`config.mk`:
```
export PLATFORM = sky130hd
export DESIGN_NAME = adder_seq_ctrl
export DESIGN_NICKNAME = d
export VERILOG_FILES = /design/src/rtl/adder_seq_pkg.sv /design/src/rtl/adder_seq_chunk.sv /design/src/rtl/adder_seq_ctrl.sv
export SDC_FILE = /design/constraint.sdc
export NUM_CORES = 1
export LEC_CHECK = 0
export CORE_MARGIN = 2
export CORE_UTILIZATION = 50
export DETAILED_ROUTE_END_ITERATION = 6
export HOLD_SLACK_MARGIN = 0.12
export PLACE_DENSITY_LB_ADDON = 0.12
export SETUP_SLACK_MARGIN = 0.02
export SLEW_MARGIN = 0
export SYNTH_ARGS = -nofsm -noshare
export SYNTH_HDL_FRONTEND = slang
export SYNTH_SLANG_ARGS = --single-unit
```
`constraint.sdc`:
```
create_clock -name clk -period 4 [get_ports clk]
set_clock_uncertainty 0.15 [all_clocks]
set_input_delay 0.4 -clock clk [delete_from_list [all_inputs] [get_ports clk]]
set_output_delay 0.4 -clock clk [all_outputs]
set_load 0.02 [all_outputs]
```
`src/rtl/adder_seq_pkg.sv`:
```
// adder_seq_pkg: shared definitions for the chunked sequential adder.
//   - State encoding constants and the FSM state enum.
//   - clog2 helper used to size the chunk index register.
package adder_seq_pkg;

    localparam logic [1:0] IDLE = 2'd0;
    localparam logic [1:0] RUN  = 2'd1;
    localparam logic [1:0] DONE = 2'd2;

    typedef enum logic [1:0] {
        ST_IDLE = IDLE,
        ST_RUN  = RUN,
        ST_DONE = DONE
    } state_t;

    // Ceiling log2; returns 0 for v <= 1.
    function automatic int clog2(input int v);
        int r;
        r = 0;
        for (int i = 0; i < 31; i++) begin
            if ((1 << i) < v) r = i + 1;
        end
        return r;
    endfunction

endpackage

```
`src/rtl/adder_seq_chunk.sv`:
```
// adder_seq_chunk: combinational N-bit adder slice with carry in/out.
// Ports:
//   x, y  : N-bit addends
//   ci    : carry in
//   s     : N-bit sum
//   co    : carry out of bit N-1
module adder_seq_chunk #(
    parameter int N = 16
) (
    input  logic [N-1:0] x,
    input  logic [N-1:0] y,
    input  logic         ci,
    output logic [N-1:0] s,
    output logic         co
);

    // N+1 bit sum; the top bit is the chunk carry.
    assign {co, s} = {1'b0, x} + {1'b0, y} + {{N{1'b0}}, ci};

endmodule

```
`src/rtl/adder_seq_ctrl.sv`:
```
// adder_seq_ctrl: W-bit adder built by reusing one N-bit chunk adder over
// K = W/N cycles, low chunk first, with the carry held in a register.
//
// Optional feature macro: ADDER_SEQ_SUB_EN adds a `sub` input; when set at
// acceptance the result is a - b mod 2^W and cout = 1 means no borrow.
//
// Handshakes: a transfer happens on a rising clk edge where valid and ready
// are both high. start_ready is high only in IDLE; res_valid is high only in
// DONE and sum/cout stay stable until the result transfer. Operand and
// result transfers never happen on the same edge.
//
// Ports:
//   clk, rst_n            : clock, synchronous active-low reset
//   start_valid/ready     : operand handshake (a, b, cin[, sub])
//   res_valid/res_ready   : result handshake (sum, cout)
//   busy                  : state != IDLE
//   dbg_state             : current FSM state encoding (IDLE/RUN/DONE)
module adder_seq_ctrl
    import adder_seq_pkg::*;
#(
    parameter int W = 64,
    parameter int N = 16
) (
    input  logic         clk,
    input  logic         rst_n,
    input  logic         start_valid,
    output logic         start_ready,
    input  logic [W-1:0] a,
    input  logic [W-1:0] b,
    input  logic         cin,
`ifdef ADDER_SEQ_SUB_EN
    input  logic         sub,
`endif
    output logic         res_valid,
    input  logic         res_ready,
    output logic [W-1:0] sum,
    output logic         cout,
    output logic         busy,
    output logic [1:0]   dbg_state
);

    localparam int K     = W / N;
    localparam int IDX_W = (clog2(K) < 1) ? 1 : clog2(K);
    localparam logic [IDX_W-1:0] IDX_LAST = IDX_W'(K - 1);

    state_t           state;
    logic [IDX_W-1:0] idx;
    logic             carry;
    logic [W-1:0]     a_q;
    logic [W-1:0]     b_q;

    logic [N-1:0]     chunk_s;
    logic             chunk_co;

    adder_seq_chunk #(.N(N)) u_chunk (
        .x  (a_q[idx*N +: N]),
        .y  (b_q[idx*N +: N]),
        .ci (carry),
        .s  (chunk_s),
        .co (chunk_co)
    );

    assign start_ready = (state == ST_IDLE);
    assign res_valid   = (state == ST_DONE);
    assign busy        = (state != ST_IDLE);
    assign dbg_state   = state;

    always_ff @(posedge clk) begin
        if (!rst_n) begin
            state <= ST_IDLE;
            idx   <= '0;
            carry <= 1'b0;
            sum   <= '0;
            cout  <= 1'b0;
            a_q   <= '0;
            b_q   <= '0;
        end else begin
            case (state)
                ST_IDLE: begin
                    if (start_valid) begin
                        a_q <= a;
`ifdef ADDER_SEQ_SUB_EN
                        // Subtraction as a + ~b + 1: invert b once at capture.
                        b_q   <= sub ? ~b : b;
                        carry <= sub ? 1'b1 : cin;
`else
                        b_q   <= b;
                        carry <= cin;
`endif
                        idx   <= '0;
                        state <= ST_RUN;
                    end
                end
                ST_RUN: begin
                    sum[idx*N +: N] <= chunk_s;
                    carry           <= chunk_co;
                    if (idx == IDX_LAST) begin
                        cout  <= chunk_co;
                        state <= ST_DONE;
                    end else begin
                        idx <= idx + 1'b1;
                    end
                end
                ST_DONE: begin
                    if (res_ready) state <= ST_IDLE;
                end
                default: state <= ST_IDLE;
            endcase
        end
    end

endmodule

```
==> qor.txt <==
RUN STATUS
--------------------------------------------------------------------------------------
Outcome                                                                      completed

LOGIC SYNTHESIS
--------------------------------------------------------------------------------------
Synthesized netlist net count                                                     1106
Complex-gate fraction of the synthesized area                                   19.57%
Multiplexer share of the synthesized area                                       8.374%
Post-synthesis async set-or-reset flop share                                        0%
Portion of synthesized cell area occupied by the leading cell type              45.43%
Number of different library cells in the post-synthesis netlist                     44
Cell count after synthesis                                                         950
Most used DFF post-synth                                                       dfxtp_1
Simple-Gate Fraction of Synth Area                                              18.84%
Combinational family with the most area after synthesis                   compound AO/OA/AOI/OAI gates
Number of warnings printed during yosys synthesis                                    0
Flop and latch count out of synthesis                                              198
Syn Std Cell Area                                                           8726 sq um
Most area-hungry cell type in the Yosys netlist                                dfxtp_1
Synthesized-area fraction occupied by adder cells                               3.470%
Sequential share of the synthesized area                                        45.43%
Top cells by area in the synthesized netlist                              dfxtp_1 45%, nand2_1 13%, a21boi_0 11%
Syn Area/Cell                                                              9.185 sq um
XOR/XNOR Fraction of Synth Area                                                 1.204%
Number of enable flip-flop cells after synthesis                                     0

CRITICAL PATH
--------------------------------------------------------------------------------------
Maximum net fanout on the critical path                                             10
Worst setup SP type                                                               flop
Category of the critical setup timing path                                  reg -> reg
Reg2reg end                                                               sum[27]$_SDFFE_PN0P_
Arrival time at the worst endpoint                                             3.70 ns
Critical Path RT                                                               4.15 ns
Startpoint of the lowest-slack register-to-register path                  idx[0]$_SDFFE_PN0P_
Kind of capture point of the worst setup path                                     flop
Worst setup path startpoint                                               idx[0]$_SDFFE_PN0P_
Reg2reg path depth                                                                   9
R2R Setup Slk                                                                  0.46 ns

ROUTING
--------------------------------------------------------------------------------------
Length of the first detailed-routing pass in iterations                              4
DRC marker count from the first detailed-route iteration                           441
Detailed-route wire length                                                    21850 um
Post-DRT Antenna Nets                                                                0
Total vias in the final route                                                     7098
Via count normalized by instance count                                           5.238
Detail-routed net length per standard cell                                    16.13 um
Residual DRC count                                                                   0

PWR
--------------------------------------------------------------------------------------
Power density over cell area                                              393.2 nW/um^2
IR Drop Worst-Case VDD                                                     0.0003016 V
Cell leakage power                                                         0.004111 uW
Overall Power                                                                  4504 uW

PLACED DESIGN
--------------------------------------------------------------------------------------
Port-buffer cells                                                                  202
Placer's final routability congestion estimate                                  0.8433
Pre-CTS worst setup slack                                                    0.4539 ns
Final HPWL DP                                                                 16310 um

CLOCKING
--------------------------------------------------------------------------------------
Hold Buf Count CTS                                                                   0
Clock slew at the register clock pins of the worst setup and hold paths        0.07 ns
Number of gates resized after cts                                                    0
Setup Buffers After CTS                                                              0
Clock latency at the later pin of the worst-skew pair                          0.44 ns
Number of CTS-inserted buffers                                                      17
Cell chosen for the clock root                                               clkbuf_16
CTS sink cnt                                                                       198
Number of buffers on the longest clock path                                          2
CTS H-Tree Depth                                                                     4
CTS tree                                                                         built

STA
--------------------------------------------------------------------------------------
Transition time at the pin with the least slew margin                        0.8404 ns
Setup TNS after final layout                                                      0 ns
Upper clock frequency limit                                                 0.2824 GHz
Worst slew margin relative to its limit                                         43.98%
Slew Limit Fails                                                                     0
Final worst path period share                                                   88.54%
Final hold slack                                                             0.3016 ns
Slack of the critical path                                                   0.4584 ns
Count of endpoints failing setup in the final report                                 0
Clock period minus worst slack                                                3.542 ns
Setup repair after global routing missed its margin                                 no
Final-report hold violation count                                                    0

HOLD PATH
--------------------------------------------------------------------------------------
Hold Path Sink                                                            sum[12]$_SDFFE_PN0P_
Worst hold path class                                                       reg -> reg
Source of the worst hold timing path                                      sum[12]$_SDFFE_PN0P_
Number of stages on the worst hold path                                              2

FINAL LAYOUT
--------------------------------------------------------------------------------------
Area growth from synthesis to layout                                            31.26%
Proportion of layout cells with a drive suffix above 1                          7.345%
Antenna diode count                                                                  0
Layout Nets                                                                       1273
Number of fill cells                                                              1456

GLOBAL ROUTING
--------------------------------------------------------------------------------------
Leftover overflow at the end of global routing                                       0
Largest net degree at the start of global routing                                   98
Initial antenna violation count                                                      0
Overall global routing resource usage                                           23.96%
Number of global-route vias before repair                                         6604
Wire length of the first global-routing pass                                  34240 um

DIE
--------------------------------------------------------------------------------------
Die Y                                                                         136.1 um
Width of the die                                                              136.1 um
Floorplan core area                                                        17180 sq um
Site Rows                                                                           48
Number of ports placed on the die boundary                                         203
Initial core utilization                                                        50.80%
Area of the die                                                            18520 sq um

FLOW RUN
--------------------------------------------------------------------------------------
Max-capacitance violation count                                                      0

## power by group
group          leakage [uW]  switching (uW)  internal, uW
Combinational       0.00222             346           314
Clock              0.000277             777           950
Sequential          0.00162            56.1          2060
Total               0.00411            1180          3320
## cell type report
type | count | area (sq um) | area share, %
Timing Repair Buffer | 209 | 2085 | 18.20
Tap cell | 225 | 281.5 | 2.458
Multi-Input combinational cell | 683 | 4501 | 39.29
Clock inverter | 12 | 143.9 | 1.256
Inverter | 8 | 30.03 | 0.2622
Clock buffer | 20 | 446.7 | 3.900
Sequential cell | 198 | 3966 | 34.63
## Yosys cell counts (3+ instances only)
cell	n
clkbuf_1	50
o211ai_1	4
buf_2	10
a21boi_0	128
and2_1	10
nand2_1	302
a21oi_1	17
dfxtp_1	198
o21ai_1	17
a22o_1	12
nor2b_1	35
a22oi_1	29
mux4_2	32
nor2_1	11
xnor2_1	9
xor2_1	3
nand2b_1	5
o21ai_0	15
inv_1	8
ha_1	21
o21a_1	5
## worst max path at each step
stage / depth (start not counted) / to
final: 9 / sum[27]$_SDFFE_PN0P_
after global routing: 10 / sum[29]$_SDFFE_PN0P_
after CTS: 10 / sum[13]$_SDFFE_PN0P_
after detailed placement: 9 / sum[27]$_SDFFE_PN0P_
after global placement: 10 / sum[13]$_SDFFE_PN0P_
after floorplan: 13 / sum[14]$_SDFFE_PN0P_
## layer usage
layer	track usage, %	part of all wire, %	up-vias
met2	39.00	47	197
li1	-	-	3595
met4	6.366	1.0	0
met3	4.549	5.7	16
met1	32.79	46	3290
met5	0	0	-
## through the flow
stage | instances | instance area (sq um) | util [%]
2_1_floorplan | 950 | 8726 | -
3_3_place_gp | 1323 | 10860 | 63.24
3_5_place_dp | 1323 | 10860 | 63.24
4_1_cts | 1355 | 11450 | 66.68
5_1_grt | 1355 | 11450 | 66.68
6_report | 1355 | 11450 | 66.68
## kinds of logic (layout without fill, tap and decap cells)
kind of cell / after synthesis / after routing
flip-flops: 198 / 198
AO/OA/AOI/OAI: 237 / 237
AND/OR/NAND/NOR: 378 / 378
multiplexers: 33 / 33
adder cells (fa/ha/maj): 23 / 23
buffers and inverters: 69 / 249
XOR/XNOR: 12 / 12
## sequential cells by signal (all words and copies together) (netlist names)
| name | cells |
|---|---|
| a_q | 64 |
| b_q | 64 |
| sum | 64 |
| dbg_state | 2 |
| idx | 2 |
| carry | 1 |
| cout | 1 |
## cells in the final DEF, fill, tap and decap left out, types with 5 or more instances in the layout
cell type        Yosys  final
nand2_1            302    301
clkdlybuf4s50_1      0    201
dfxtp_1            198    196
a21boi_0           128    128
nor2b_1             35     35
mux4_2              32     32
a22oi_1             29     29
ha_1                21     21
a21oi_1             17     17
o21ai_1             17     17
clkbuf_16            0     17
o21ai_0             15     15
a22o_1              12     12
nor2_1              11     11
xnor2_1              9      9
and2_1              10      9
inv_1                8      8
buf_4                0      7
nand2b_1             5      5
o21a_1               5      5
## critical path, stage by stage (launching register included)
cell       delay, ns
dfxtp_2         0.52
buf_4           0.27
mux4_2          0.57
ha_1            0.33
a211oi_1        0.31
o21a_1          0.30
a2111oi_4       0.11
nor2_2          0.24
xor2_1          0.42
o21ai_0         0.16
No activity file was read; power rests on OpenSTA's default activity.
